<file path="src/rtl/cpu_mem_pkg.sv">
// Shared types and counter widths for the CPU memory-port arbiter.
package cpu_mem_pkg;
    localparam int STARVE_W = 4;
    localparam int TIMER_W  = 8;

    typedef enum logic [1:0] {IDLE, WAIT_IF, WAIT_DM} arb_state_t;
    typedef enum logic {OWN_IF, OWN_DM} owner_t;
endpackage

</file>
<file path="src/rtl/arb_starve_ctr.sv">
// Saturating count of data grants won while a fetch was waiting.
module arb_starve_ctr
    import cpu_mem_pkg::*;
#(
    parameter int W = STARVE_W
) (
    input  logic         clk,
    input  logic         rst,
    input  logic         inc,
    input  logic         clr,
    input  logic [W-1:0] limit,
    output logic         at_limit
);
    logic [W-1:0] cnt;

    always_ff @(posedge clk or posedge rst) begin
        if (rst)
            cnt <= '0;
        else if (clr)
            cnt <= '0;
        else if (inc && cnt != limit)
            cnt <= cnt + W'(1);
    end

    assign at_limit = (cnt == limit);
endmodule

</file>
<file path="src/rtl/mem_port_arbiter.sv">
// Shares one single-ported memory between the fetch and load/store ports,
// one outstanding transaction at a time, with starvation bound and timeout.
module mem_port_arbiter
    import cpu_mem_pkg::*;
#(
    parameter int AW           = 32,
    parameter int DW           = 32,
    parameter int STARVE_LIMIT = 4,
    parameter int TIMEOUT      = 16
) (
    input  logic          clk,
    input  logic          rst,
    input  logic          if_req,
    input  logic [AW-1:0] if_addr,
    output logic          if_gnt,
    output logic          if_rvalid,
    output logic [DW-1:0] if_rdata,
    input  logic          dm_req,
    input  logic          dm_read_n_write,
    input  logic [AW-1:0] dm_addr,
    input  logic [DW-1:0] dm_wdata,
    output logic          dm_gnt,
    output logic          dm_rvalid,
    output logic [DW-1:0] dm_rdata,
    output logic          err,
    output logic          mem_req,
    output logic          mem_read_n_write,
    output logic [AW-1:0] mem_addr,
    output logic [DW-1:0] mem_wdata,
    input  logic          mem_gnt,
    input  logic          mem_rvalid,
    input  logic [DW-1:0] mem_rdata
);
    arb_state_t         state, state_nx;
    owner_t             winner;
    logic [TIMER_W-1:0] timer;
    logic               dm_is_load;
    logic               any_req, grant, timeout, at_limit;
    logic               starve_inc, starve_clr;

    assign any_req = if_req | dm_req;
    assign winner  = (if_req && (!dm_req || at_limit)) ? OWN_IF : OWN_DM;
    assign grant   = (state == IDLE) && any_req && mem_gnt && !rst;
    assign timeout = (timer == TIMER_W'(TIMEOUT - 1)) && !mem_rvalid;

    // A data win only counts against the fetch if the fetch was actually waiting.
    assign starve_inc = grant && (winner == OWN_DM) && if_req;
    assign starve_clr = grant && !((winner == OWN_DM) && if_req);

    arb_starve_ctr #(.W(STARVE_W)) u_starve (
        .clk      (clk),
        .rst      (rst),
        .inc      (starve_inc),
        .clr      (starve_clr),
        .limit    (STARVE_W'(STARVE_LIMIT)),
        .at_limit (at_limit)
    );

    always_ff @(posedge clk or posedge rst) begin
        if (rst) begin
            state      <= IDLE;
            timer      <= '0;
            dm_is_load <= 1'b0;
        end else begin
            state <= state_nx;
            timer <= (state == IDLE) ? '0 : timer + TIMER_W'(1);
            if (grant && winner == OWN_DM)
                dm_is_load <= dm_read_n_write;
        end
    end

    always_comb begin
        state_nx         = state;
        if_gnt           = 1'b0;
        dm_gnt           = 1'b0;
        if_rvalid        = 1'b0;
        dm_rvalid        = 1'b0;
        if_rdata         = '0;
        dm_rdata         = '0;
        err              = 1'b0;
        mem_req          = 1'b0;
        mem_read_n_write = 1'b0;
        mem_addr         = '0;
        mem_wdata        = '0;
        case (state)
            IDLE: begin
                if (any_req) begin
                    mem_req = 1'b1;
                    if (winner == OWN_IF) begin
                        mem_read_n_write = 1'b1;
                        mem_addr         = if_addr;
                        if_gnt           = mem_gnt;
                    end else begin
                        mem_read_n_write = dm_read_n_write;
                        mem_addr         = dm_addr;
                        mem_wdata        = dm_wdata;
                        dm_gnt           = mem_gnt;
                    end
                    if (mem_gnt)
                        state_nx = (winner == OWN_IF) ? WAIT_IF : WAIT_DM;
                end
            end
            WAIT_IF: begin
                if (mem_rvalid) begin
                    if_rvalid = 1'b1;
                    if_rdata  = mem_rdata;
                    state_nx  = IDLE;
                end else if (timeout) begin
                    if_rvalid = 1'b1;
                    err       = 1'b1;
                    state_nx  = IDLE;
                end
            end
            WAIT_DM: begin
                if (mem_rvalid) begin
                    dm_rvalid = 1'b1;
                    dm_rdata  = dm_is_load ? mem_rdata : '0;
                    state_nx  = IDLE;
                end else if (timeout) begin
                    dm_rvalid = 1'b1;
                    err       = 1'b1;
                    state_nx  = IDLE;
                end
            end
            default: state_nx = IDLE;
        endcase
        // Outputs are combinational; hold everything quiet while reset is asserted.
        if (rst) begin
            if_gnt           = 1'b0;
            dm_gnt           = 1'b0;
            if_rvalid        = 1'b0;
            dm_rvalid        = 1'b0;
            if_rdata         = '0;
            dm_rdata         = '0;
            err              = 1'b0;
            mem_req          = 1'b0;
            mem_read_n_write = 1'b0;
            mem_addr         = '0;
            mem_wdata        = '0;
        end
    end
endmodule

</file>
<file path="config.mk">
export PLATFORM = sky130hd
export DESIGN_NAME = mem_port_arbiter
export DESIGN_NICKNAME = d
export VERILOG_FILES = /design/src/rtl/cpu_mem_pkg.sv /design/src/rtl/arb_starve_ctr.sv /design/src/rtl/mem_port_arbiter.sv
export SDC_FILE = /design/constraint.sdc
export NUM_CORES = 1
export LEC_CHECK = 0
export BUFFER_PORTS_ARGS = -buffer_cell sky130_fd_sc_hd__buf_2
export CAP_MARGIN = 20
export CORE_AREA = 2 2 104 106
export DETAILED_ROUTE_END_ITERATION = 16
export DIE_AREA = 0 0 106 108
export PLACE_DENSITY = 0.57
export SYNTH_ARGS = -nofsm -noshare
export SYNTH_HDL_FRONTEND = slang
export SYNTH_SLANG_ARGS = --single-unit
</file>
<file path="constraint.sdc">
create_clock -name clk -period 1.7 [get_ports clk]
set_input_delay 0.085 -clock clk [delete_from_list [all_inputs] [get_ports clk]]
set_output_delay 0.085 -clock clk [all_outputs]
set_load 0.1 [all_outputs]
</file>
# Yosys cells after proc, flatten, opt, wreduce, memory -nomap -nowiden
# Cells that the tools add are included.
# classes
n_addsub	2
multipliers	0
div_mod_pow	0
order_cmp	0
n_eq_ne	8
shifts	0
muxes	49
bitwise	1
n_reduce_logical	19
# ops
cell	count
$mux W32	15
$mux W1	25
$logic_and A1 B1 Y1	10
$mux W2	5
$add A8 B1 Y8 const B	1
$eq A8 B4 Y1 const B	1
$mux W4	2
$mux W8	1
$add A4 B1 Y4 const B	1
$eq A4 B3 Y1 const B	1
$logic_not A1 Y1	4
$ne A2 B2 Y1 const B	2
$ne A4 B3 Y1 const B	1
$pmux W2 S2	1
$ne A3 B1 Y1 const B	1
$reduce_and A3 Y1	1
$eq A2 B1 Y1 const B	1
$eq A2 B2 Y1 const B	1
$logic_not A2 Y1	1
$reduce_bool A2 Y1	1
$reduce_or A2 Y1	1
$logic_or A1 B1 Y1	1
$or A1 B1 Y1	1
# totals
regBits	15
latch_bits	0
mem_bits_rw	0
mem_bits_ro	0
in_bits	135
out_inout_bits	135
mem_count	0

# Longest topological paths before layout
# Gate-level depths: netlist of run 1.
# logic_depth
word_depth	9
mapped_depth	8

# Hierarchy
# Synthesis of run 1 repeated with hierarchy kept, for this count alone.
# hier_totals
cells_unflattened	347
area_unflattened_um2	2003.2
# by_module_without_submodules
module	instances	cells_each	area_per_inst_um2	seq_area_each_um2
mem_port_arbiter	1	323	1742.9	275.3
arb_starve_ctr	1	24	260.2	100.1

# Worst setup path before layout of run 1
# Ideal clock, no wire load.
# synth_timing
path_kind	register to output
start	reg timer[0]
end	out dm_rvalid
t_arrival_ns	3.157
slack_ns	-1.542
path_stages_with_launch	6
n_path_buf	0
path_cell_list	dfrtp_1 > ha_1 > nand3_1 > nand2b_1 > nor2b_1 > nor3b_1
# synth_via
elab_chain_cells	6
# synth_rtl
element	line	text
start, declared	mem_port_arbiter.sv:36	logic [TIMER_W-1:0] timer;
start signal, assigned	mem_port_arbiter.sv:66	timer <= (state == IDLE) ? '0 : timer + TIMER_W'(1);
$eq A8 B4 Y1	mem_port_arbiter.sv:44	assign timeout = (timer == TIMER_W'(TIMEOUT - 1)) && !mem_rvalid;
$logic_and A1 B1 Y1	mem_port_arbiter.sv:44	
$mux W1	mem_port_arbiter.sv:119	end else if (timeout) begin
$mux W1	mem_port_arbiter.sv:115	if (mem_rvalid) begin
$mux W1	mem_port_arbiter.sv:85	case (state)
$mux W1	mem_port_arbiter.sv:128	if (rst) begin
end, declared	mem_port_arbiter.sv:23	output logic dm_rvalid,
# Every way passes these cells.

# Worst setup path in the final report of run 1
# layout_timing
start	reg u_starve.cnt[0]
end	out mem_addr[26]
# layout_via
elab_chain_cells	7
# layout_rtl
element	line	text
start, declared	arb_starve_ctr.sv:14	logic [W-1:0] cnt;
start signal, assigned	arb_starve_ctr.sv:22	cnt <= cnt + W'(1);
$eq A4 B3 Y1	arb_starve_ctr.sv:25	assign at_limit = (cnt == limit);
$logic_or A1 B1 Y1	mem_port_arbiter.sv:42	assign winner = (if_req && (!dm_req || at_limit)) ? OWN_IF : OWN_DM;
$logic_and A1 B1 Y1	mem_port_arbiter.sv:42	
$mux W32	mem_port_arbiter.sv:89	if (winner == OWN_IF) begin
$mux W32	mem_port_arbiter.sv:87	if (any_req) begin
$mux W32	mem_port_arbiter.sv:85	
$mux W32	mem_port_arbiter.sv:128	
end, declared	mem_port_arbiter.sv:28	output logic [AW-1:0] mem_addr,
# Every way passes these cells.

==> results of run 1 <==
==> worst max-delay path by stage <==
| stage | from | end | slack [ns] | depth (start not counted) |
|---|---|---|---|---|
| global placement | u_starve.cnt[1]$_DFFE_PP0P_ | mem_addr[6] | -0.28 | 7 |
| finish | u_starve.cnt[0]$_DFFE_PP0P_ | mem_addr[26] | -0.36 | 8 |
| detailed placement | u_starve.cnt[0]$_DFFE_PP0P_ | mem_addr[20] | -0.34 | 7 |
| CTS | u_starve.cnt[0]$_DFFE_PP0P_ | mem_addr[1] | -0.29 | 9 |
| floorplan | state[0]$_DFFE_PP0P_ | dm_rdata[31] | -0.43 | 4 |
| global route | u_starve.cnt[0]$_DFFE_PP0P_ | mem_addr[26] | -0.43 | 8 |
==> cells by family after synthesis <==
logic type               count (synthesis)
XOR/XNOR                                 6
multiplexers                             2
buffers and inverters                   34
AND/OR/NAND/NOR                        227
AO/OA/AOI/OAI                           46
flip-flops                              15
adder cells (fa/ha/maj)                  6
==> synth_stat cells (all sizes together) <==
master / n / share of area
a21bo: 1 / 0.0050
a21boi: 1 / 0.0094
a21o: 1 / 0.0037
a21oi: 32 / 0.080
a22o: 5 / 0.022
a41o: 1 / 0.0050
a41oi: 1 / 0.0044
and3: 34 / 0.11
buf: 12 / 0.048
clkbuf: 16 / 0.032
dfrtp: 15 / 0.19
ha: 6 / 0.037
inv: 6 / 0.011
mux2: 2 / 0.013
nand2: 97 / 0.18
nand2b: 2 / 0.0062
nand3: 7 / 0.017
nand3b: 1 / 0.010
nor2: 78 / 0.15
nor2b: 4 / 0.012
nor3: 1 / 0.0025
nor3b: 2 / 0.010
nor4: 1 / 0.0062
o211ai: 1 / 0.0062
o21ai: 2 / 0.0069
o21bai: 1 / 0.0037
xnor2: 2 / 0.0087
xor2: 4 / 0.017
==> power by group through the flow <==
stage | registers [W] | clock network (W) | logic, W
finish | 0.000505 | 0.000291 | 0.00661
floorplan | 0.000481 | 0 | 0.00363
detailed placement | 0.000489 | 0 | 0.00561
global route | 0.000509 | 0.000319 | 0.00683
CTS | 0.000497 | 0.000298 | 0.00627
global placement | 0.000485 | 0 | 0.00555
==> routing by layer <==
| layer | wire [um] | track usage | vias to the layer above |
|---|---|---|---|
| met5 | 0 | 0 | - |
| li1 | - | - | 1753 |
| met3 | 1053 | 0.05606 | 33 |
| met4 | 484 | 0.06391 | 0 |
| met2 | 8972 | 0.4705 | 177 |
| met1 | 5441 | 0.2665 | 1798 |
==> metrics by stage <==
step | hold slack (ns) | total power [W] | cells | setup WS, ns
after floorplan | 0.002868 | 0.004116 | 336 | -0.4318
after global placement | 0.08585 | 0.006033 | 736 | -0.2753
after detailed placement | 0.09991 | 0.006099 | 736 | -0.3410
after CTS | 0.09266 | 0.007063 | 772 | -0.2860
after global routing | 0.1430 | 0.007661 | 792 | -0.4328
final | 0.1274 | 0.007410 | 792 | -0.3628
==> worst register-to-register path: cells and delay by family, from the launching register on <==
kind,cells,cell delay (ns)
buffers and inverters,4,0.53
flip-flops,1,0.40
AND/OR/NAND/NOR,2,0.13
adder cells (fa/ha/maj),1,0.14
multiplexers,1,0.31
AO/OA/AOI/OAI,1,0.18
==> repair_timing <==
action,in CTS,in global routing
setup endpoints to repair,82,131
gates cloned,13,8
endpoints found under the hold margin,1,0
hold buffers,1,0
buffers inserted,20,15
pin swaps,45,51
resized for setup,47,26
==> area by class of cell <==
type	instances	area, um^2
diodes	1	2.502
clock buffers	3	41.29
clock inverters	1	5.005
fillers	579	2275
inverters	6	25.02
multi-input cells	292	2912
flip-flops and latches	15	375.4
well taps	136	170.2
repair buffers	338	4425
==> registers in the layout, summed over array words and instances, names as in the netlist <==
register and cells:
timer 8, u_starve.cnt 4, state 2, dm_is_load 1
==> impl_metrics.csv, run 1 <==
group,metric,value,unit
status,status,"complete, but fails checks",
status,violations,"negative setup slack",
power_and_ir_drop,pwr-share-clk,0.039,
finish,fin_util,0.7777,
logic_synthesis,avgSynthCellArea,5.966,um^2
logic_synthesis,syn_inst,336,
power_and_ir_drop,power.switching,0.004117,W
grt,grt.total_usage,0.2434,
route,drtIter0Drc,181,
worst_setup_path,crit_type,"flop to primary output",
route,ant_nets,0,
sta,setup-tns-final,-20.70,ns
power_and_ir_drop,leakage,3.394,nW
finish,drive_gt1_frac,0.8168,
logic_synthesis,synth_simple_gate_area_frac,0.4988,
route,vias,3761,
worst_setup_path,timing.reg2reg.setup_slack,-0.09,ns
hold_path,hold_depth,2,
sta,fmax,484.8,MHz
route,firstDrtPassIters,4,
cts,cts_made_buffers,3,
grt,grt_pass1_vias,3958,
worst_setup_path,crit_arrival,1.98,ns
floorplanning,pin_count,270,
finish,mostFrequentLayoutCells,"148 x buf_12, 134 x buf_2, 69 x nor2_4",
cts,htree_levels,1,
cts,insertion_delay,0.25,ns
worst_setup_path,worst-path-buf-inv,3,
hold_path,min-delay-start,"dm_read_n_write",
worst_setup_path,worst_r2r_path_depth,9,
finish,layout_commonest_cell,"buf_12",
worst_setup_path,cp_cell_sequence,"inv_2 -> ha_4 -> nand3b_4 -> buf_4 -> a21bo_2 -> nand2_1 -> a21oi_4 -> buf_12",
logic_synthesis,synth_mux_area_frac,0.01311,
finish,final_cell_area,7956,um^2
sta,tightestPinTransition,0.3585,ns
worst_setup_path,cp_slowest_stage_delay,0.38,ns
logic_synthesis,synthXorXnorAreaFrac,0.02622,
power_and_ir_drop,p_int,0.003293,W
worst_setup_path,reg2reg_to,"dm_is_load$_DFFE_PP0P_",
floorplanning,start_util,0.1959,
worst_setup_path,start_kind,"flop",
place,io_buffers,269,
worst_setup_path,crit_required,1.62,ns
worst_setup_path,worstSetupEndpointType,"primary output",
hold_path,hold_end,"dm_is_load$_DFFE_PP0P_",
logic_synthesis,ys_seq_area_frac,0.1873,
logic_synthesis,synth_compound_area_frac,0.1461,
power_and_ir_drop,p_comb_frac,0.893,
power_and_ir_drop,peakVddDrop,883.0,uV
route,drc_errors,0,
sta,final.setup_skew,0.003362,ns
sta,setup_violations,124,
sta,hold_viol_final,0,
grt,grt_max_degree,25,
grt,grt_first_pass_wirelength,22040,um
cts,clock_path_buffers,2,
worst_setup_path,crit_slowest_cell,"dfrtp_1",
sta,slew_viol_final,0,
logic_synthesis,synth_area,2004,um^2
floorplanning,die_w,106,um
place,dpl.hpwl,10550,um
grt,grt_antenna_before_repair,1,
sta,fin_ws,-0.3628,ns
cts,cts_sinks,15,
cts,cts_tree,"built",
cts,cts_root_buffer,"clkbuf_8",
sta,maxSlewHeadroom,0.7599,
worst_setup_path,path_max_fanout,8,
logic_synthesis,yosysWarningCount,0,
power_and_ir_drop,sw_frac_of_total,0.5556,
finish,fin_nets,797,
logic_synthesis,syn-num-nets,477,
sta,final.min_clock_period,2.063,ns
cts,clk_pin_slew,0.06,ns
power_and_ir_drop,powerDensity,931.4,nW/um^2
place,place.gp.congestion,0.8958,
route,wl,15950,um
floorplanning,num_rows,37,
grt,overflow,0,
floorplanning,coreArea,10230,um^2
logic_synthesis,synth_seq_cells,15,
floorplanning,die_height,108,um
hold_path,hold_path_class,"input pin to flop",
logic_synthesis,synthAdderAreaFrac,0.03745,
place,dpl-instance-area,6914,um^2
worst_setup_path,worst_r2r_startpoint,"u_starve.cnt[0]$_DFFE_PP0P_",
logic_synthesis,synth_top_family_by_area,"simple AND/OR/NAND/NOR gates",
worst_setup_path,crit_family,"compound AO/OA/AOI/OAI gates",
route,via_per_inst,4.749,
job,cap_violations,0,
floorplanning,die-area,11450,um^2
route,wl_per_cell,20.14,um
logic_synthesis,synth_cell_type_count,36,
power_and_ir_drop,pwr-share-seq,0.068,
sta,rsz0062_at_grt,"yes",
sta,post-route-period-util,1.213,
finish,area_growth_syn_to_layout,296.9,%
Power figures use the tool's default switching activity.
==> run 2, diff against run 1 <==
ABC_AREA = 1   (was unset)
CORE_AREA = 2 2 105 107   (was 2 2 104 106)
DIE_AREA = 0 0 107 109   (was 0 0 106 108)
PLACE_DENSITY = 0.56   (was 0.57)
==> run 2 against run 1 <==
The run still ends with negative setup slack left. Critical path depth grew 3. Setup slack gained 0.14 ns. Combinational power grew 22%. Core utilization shrank 3.4 points. Synthesized cell count grew 19%. Clock power grew 2%. Fmax grew 7.4%. Synthesized area grew 2.1%. Design area shrank 0.85%. Register-to-register slack gained 0.13 ns. Power grew 20%. Highest routed layer unchanged.
==> impl_metrics.csv, run 2 <==
group,metric,value,unit
route,via_per_inst,4.530,
logic_synthesis,synth_common_cells,"176 x nor2_1, 85 x nand2_1, 20 x o21ai_1, 19 x inv_1, 18 x o21ai_0",
sta,rsz0062_at_grt,"yes",
finish,layout_commonest_cell,"buf_12",
hold_path,hold_path_class,"input pin to async pin",
sta,slew_viol_final,0,
place,io_buffers,269,
worst_setup_path,crit_arrival,1.83,ns
floorplanning,die-area,11660,um^2
sta,fmax,520.8,MHz
cts,cts_root_buffer,"clkbuf_8",
worst_setup_path,timing.reg2reg.setup_slack,0.04,ns
worst_setup_path,reg2reg_to,"u_starve.cnt[1]$_DFFE_PP0P_",
floorplanning,pin_count,270,
finish,mostFrequentLayoutCells,"149 x buf_12, 138 x nor2_4, 134 x buf_2",
cts,clk_pin_slew,0.06,ns
power_and_ir_drop,peakVddDrop,906.4,uV
cts,holdBufCountCts,0,
floorplanning,die_height,109,um
finish,top_register,"timer",
place,place.gp.congestion,0.7489,
cts,clock_path_buffers,2,
cts,cts_tree,"built",
route,wl_per_cell,16.99,um
finish,area_growth_syn_to_layout,285.4,%
worst_setup_path,crit_required,1.62,ns
worst_setup_path,crit_type,"flop to primary output",
floorplanning,coreArea,10600,um^2
route,vias,3905,
logic_synthesis,synth_area,2047,um^2
floorplanning,num_rows,38,
grt,grt.total_usage,0.2295,
logic_synthesis,synth.most_common_cell,"nor2_1",
place,place_ws,-0.07635,ns
worst_setup_path,worst_r2r_startpoint,"state[0]$_DFFE_PP0P_",
worst_setup_path,start_kind,"flop",
logic_synthesis,yosysWarningCount,0,
floorplanning,die_w,107,um
logic_synthesis,synth_cell_type_count,23,
status,violations,"negative setup slack",
grt,grt_first_pass_wirelength,21130,um
worst_setup_path,cp-startpoint,"state[0]$_DFFE_PP0P_",
power_and_ir_drop,leakage,3.183,nW
grt,overflow,0,
finish,fin_nets,862,
grt,grt_pass1_vias,4047,
logic_synthesis,yosys.area.top_type,"nor2_1",
sta,post-route-period-util,1.129,
sta,final.min_clock_period,1.920,ns
cts,cts_sinks,15,
worst_setup_path,worstSetupEndpointType,"primary output",
power_and_ir_drop,pwr-share-clk,0.033,
power_and_ir_drop,power,0.008888,W
logic_synthesis,synth_top_area_share,0.3227,
grt,grt_antenna_before_repair,1,
route,wl,14650,um
finish,reg.largest.list,"timer x8, u_starve.cnt x4, state x2",
sta,final.setup_skew,0.001773,ns
place,dpl.hpwl,10820,um
logic_synthesis,synth_seq_cells,15,
logic_synthesis,syn-num-nets,540,
sta,maxSlewHeadroom,0.5832,
cts,cts_made_buffers,3,
route,drc_errors,0,
worst_setup_path,critical_path.endpoint,"mem_wdata[12]",
logic_synthesis,avgSynthCellArea,5.130,um^2
power_and_ir_drop,sw_frac_of_total,0.5841,
logic_synthesis,syn_inst,399,
route,firstDrtPassIters,5,
finish,largest_reg_flops,8,
grt,grt_max_degree,35,
worst_setup_path,worst_r2r_path_depth,12,
logic_synthesis,synth_edf_count,0,
power_and_ir_drop,powerDensity,1127,nW/um^2
worst_setup_path,path_max_fanout,8,
floorplanning,start_util,0.1931,
finish,drive_gt1_frac,0.7861,
logic_synthesis,async_reset_ff_frac,1.000,
sta,tightestPinTransition,0.6253,ns
cts,insertion_delay,0.25,ns
power_and_ir_drop,pwr-share-seq,0.060,
cts,htree_levels,1,
logic_synthesis,synth_top_flop_cell,"dfrtp_1",
power_and_ir_drop,power.switching,0.005192,W
sta,hold_viol_final,0,
finish,fin_util,0.7440,
status,status,"complete, but fails checks",
sta,setup_violations,104,
logic_synthesis,ys_seq_area_frac,0.1834,
route,ant_nets,0,
power_and_ir_drop,p_int,0.003696,W
route,drtIter0Drc,175,
logic_synthesis,synth.area.top_cells,"nor2_1 32%, dfrtp_1 18%, nand2_1 16%, o21ai_1 4.9%, o21ai_0 4.4%",
power_and_ir_drop,p_comb_frac,0.907,
sta,fin_ws,-0.2199,ns
job,cap_violations,0,
run 2: changes by cell type in the layout (fill, tap and decap cells not counted), sizes merged, moves of 4 or more:
cell / before / now
xor2: 4 / 0
a21oi: 32 / 8
nor2: 78 / 178
clkbuf: 8 / 4
nand2: 97 / 87
nand3: 7 / 13
nor2b: 4 / 0
o21ai: 2 / 38
buf: 332 / 342
and3: 34 / 0
a21bo: 6 / 0
a22o: 5 / 0
inv: 6 / 19
run 2: layout make-up:
cell class	instances	area [um^2]
repair buffers	343	4335
fillers	658	2714
clock buffers	3	41.29
clock inverters	1	5.005
well taps	140	175.2
diodes	2	5.005
flip-flops and latches	15	375.4
multi-input cells	336	2841
inverters	22	110.1
run 2: routing by layer:
| metal | part of all wire | wire, um | track usage |
|---|---|---|---|
| met1 | 0.32 | 4670 | 0.2242 |
| met2 | 0.58 | 8560 | 0.4782 |
| met3 | 0.083 | 1215 | 0.05499 |
| met4 | 0.014 | 199 | 0.05473 |
| met5 | 0 | 0 | 0 |
run 2: cell families after synthesis:
logic type,synth area share
simple gates,0.5446
compound gates,0.1186
buf+inv,0.1167
flops,0.1834
fa+ha+maj,0.03667
run 2: timing repair:
| action | CTS | global route |
|---|---|---|
| resized for setup | 106 | 62 |
| pin swaps | 39 | 30 |
| buffers inserted | 21 | 10 |
| gates cloned | 9 | 1 |
| setup endpoints to repair | 127 | 132 |
run 2: per-stage QoR:
stage,setup TNS (ns),std cells,area [um^2],hold WS [ns]
2_1_floorplan,-14.66,399,3068,-0.07756
3_3_place_gp,-0.1849,823,6880,0.2460
3_5_place_dp,-1.866,823,6880,0.2568
4_1_cts,-13.74,857,7720,0.02709
5_1_grt,-22.40,861,7886,0.05401
6_report,-14.48,862,7889,0.03175
run 2: power by group through the flow:
| stage | Combinational [W] | Sequential, W | Clock [W] |
|---|---|---|---|
| 6_report | 0.00806 | 0.000535 | 0.000296 |
| 5_1_grt | 0.00836 | 0.000540 | 0.000314 |
| 4_1_cts | 0.00791 | 0.000526 | 0.000295 |
| 3_5_place_dp | 0.00693 | 0.000526 | 0 |
| 3_3_place_gp | 0.00685 | 0.000516 | 0 |
| 2_1_floorplan | 0.00441 | 0.000515 | 0 |
run 2: worst min-delay path by stage:
stage / to / cells past startpoint
6_report: dm_is_load$_DFFE_PP0P_ / 3
5_1_grt: state[1]$_DFFE_PP0P_ / 3
4_1_cts: state[1]$_DFFE_PP0P_ / 3
3_5_place_dp: state[1]$_DFFE_PP0P_ / 3
3_3_place_gp: state[1]$_DFFE_PP0P_ / 3
2_1_floorplan: dm_is_load$_DFFE_PP0P_ / 1
run 2: worst max-delay path, cell delays in order, from the launching register on:
cell	delay (ns)
dfrtp_1	0.40
inv_2	0.09
ha_4	0.13
inv_2	0.04
nor2_4	0.09
nand2_4	0.08
clkinv_8	0.08
buf_12	0.13
clkbuf_16	0.17
nand2_2	0.07
nor2_4	0.11
buf_12	0.18
==> run 3, diff against run 2 <==
CELL_PAD_IN_SITES_DETAIL_PLACEMENT = 0   (was unset)
CELL_PAD_IN_SITES_GLOBAL_PLACEMENT = 1   (was unset)
CORE_AREA = unset   (was 2 2 105 107)
CORE_ASPECT_RATIO = 0.6   (was unset)
CORE_UTILIZATION = 18   (was unset)
DIE_AREA = unset   (was 0 0 107 109)
PLACE_DENSITY = 0.85   (was 0.56)
==> run 3 against run 2 <==
The run still ends with negative setup slack left. Routed wire length increased by 3.0%. Non-clock buffer count decreased by 4. Global-route usage increased by 1.0 points. Highest routed layer unchanged.
==> impl_metrics.csv, run 3 (same netlist as run 2, synthesis figures left out) <==
group,metric,value,unit
place,dpl.hpwl,10020,um
route,ant_nets,0,
cts,cts_made_buffers,3,
power_and_ir_drop,peakVddDrop,1091,uV
floorplanning,pin_count,270,
sta,maxSlewHeadroom,0.6262,
route,vias,3907,
cts,holdBufCountCts,0,
sta,setup_violations,132,
cts,cts_tree,"built",
worst_setup_path,crit_slowest_cell,"dfrtp_1",
place,place.gp.congestion,0.8355,
floorplanning,die-area,11820,um^2
worst_setup_path,start_kind,"flop",
status,violations,"negative setup slack",
cts,cts_root_buffer,"clkbuf_16",
cts,clock_path_buffers,2,
sta,final.setup_skew,0.006155,ns
finish,fin_nets,858,
cts,cts_sinks,15,
place,dpl-instance-area,6739,um^2
worst_setup_path,worst_r2r_startpoint,"state[0]$_DFFE_PP0P_",
finish,reg.largest.list,"timer x8, u_starve.cnt x4, state x2",
grt,grt_first_pass_wirelength,22470,um
worst_setup_path,cp_cell_sequence,"inv_2 -> ha_4 -> nand3_2 -> nand2_2 -> nand2_4 -> inv_8 -> buf_12 -> buf_16 -> nor2_4 -> buf_12",
finish,area_growth_syn_to_layout,301.0,%
floorplanning,coreArea,10810,um^2
finish,top_register,"timer",
worst_setup_path,cp_common_cell,"buf_12",
power_and_ir_drop,power,0.009529,W
power_and_ir_drop,powerDensity,1161,nW/um^2
place,io_buffers,269,
grt,grt_pass1_vias,4056,
finish,fin_util,0.7591,
job,cap_violations,0,
finish,mostFrequentLayoutCells,"154 x buf_12, 134 x buf_2, 133 x nor2_4",
place,place_inst,805,
sta,fin_ws,-0.2300,ns
floorplanning,num_rows,29,
place,place_ws,-0.007581,ns
worst_setup_path,cp-startpoint,"u_starve.cnt[0]$_DFFE_PP0P_",
finish,layout_commonest_cell,"buf_12",
status,status,"complete, but fails checks",
finish,largest_reg_flops,8,
finish,final_cell_area,8208,um^2
grt,grt_antenna_before_repair,1,
worst_setup_path,cp_slowest_stage_delay,0.38,ns
sta,post-route-period-util,1.135,
finish,fill_cells,650,
worst_setup_path,crit_arrival,1.85,ns
grt,grt.total_usage,0.2397,
cts,clk_pin_slew,0.06,ns
worst_setup_path,crit_required,1.62,ns
route,drtIter0Drc,188,
finish,drive_gt1_frac,0.8101,
sta,hold_viol_final,0,
hold_path,hold_path_class,"input pin to async pin",
finish,layout.cells.non_filler,856,
worst_setup_path,worstSetupEndpointType,"primary output",
worst_setup_path,crit_type,"flop to primary output",
sta,final.min_clock_period,1.930,ns
route,wl_per_cell,17.62,um
floorplanning,die_w,139.7,um
route,via_per_inst,4.564,
cts,insertion_delay,0.25,ns
sta,slew_viol_final,0,
route,drc_errors,0,
floorplanning,start_util,0.1893,
sta,tightestPinTransition,0.5549,ns
cts,htree_levels,1,
sta,rsz0062_at_grt,"yes",
worst_setup_path,path_max_fanout,6,
sta,fmax,518.1,MHz
power_and_ir_drop,leakage,3.404,nW
grt,overflow,0,
worst_setup_path,worst-path-buf-inv,5,
route,wl,15080,um
grt,grt_max_degree,37,
worst_setup_path,crit_family,"buffers and inverters",
route,firstDrtPassIters,4,
floorplanning,die_height,84.61,um
## run 3: cell type report
class	instances	area [um^2]	area share
timing repair buffer	339	4523	0.5511
multi-input combinational	336	2935	0.3576
sequential	15	375.4	0.04573
tap	139	173.9	0.02119
inverter	22	115.1	0.01402
clock buffer	3	75.07	0.009146
clock inverter	1	7.507	0.0009146
antenna	1	2.502	0.0003049
## run 3: final timing paths
path                                               end  slack, ns  cells after the start
min                             dm_is_load$_DFFE_PP0P_       0.02                      3
max                                      mem_wdata[12]      -0.23                     10
min reg2reg                         timer[2]$_DFF_PP0_       0.52                      1
min in group clk                dm_is_load$_DFFE_PP0P_       0.18                      3
max reg2reg                u_starve.cnt[1]$_DFFE_PP0P_      -0.18                     11
max in group asynchronous  u_starve.cnt[2]$_DFFE_PP0P_       1.48                      3
## run 3: timing repair
item                       CTS  global route
gates cloned                14             5
pin swaps                   40            50
buffers inserted            18            14
setup endpoints to repair   82           134
hold endpoints to repair     0             0
resized for setup          120            76
## run 3: through the flow
stage / setup TNS [ns] / hold WS, ns
final: -18.43 / 0.02450
after global routing: -25.77 / 0.05702
after CTS: -12.26 / 0.01547
after detailed placement: -0.02224 / 0.2406
after global placement: 0 / 0.2320
after floorplan: -14.66 / -0.07756
## run 3: worst reg2reg max path: stages (launching register included)
cell	delay, ns
dfrtp_1	0.39
inv_2	0.08
ha_4	0.15
inv_4	0.04
nor2_4	0.09
nand2_4	0.09
buf_6	0.14
nor2_8	0.14
buf_4	0.17
o21ai_0	0.22
nand3_1	0.16
nand2_1	0.07
## run 3: power breakdown
part / switching, W / total, W / leakage (nW) / internal, W
Clock: 0.000162 / 0.000480 / 0.0371 / 0.000317
Combinational: 0.00517 / 0.00851 / 3.17 / 0.00333
Sequential: 0.0000915 / 0.000544 / 0.200 / 0.000452
Total: 0.00543 / 0.00953 / 3.40 / 0.00410
## run 3: routing by layer
layer	GRT usage	wire, um
met2	0.4459	8077
met4	0.05195	295
met1	0.2909	6097
met5	0	0
met3	0.03822	610
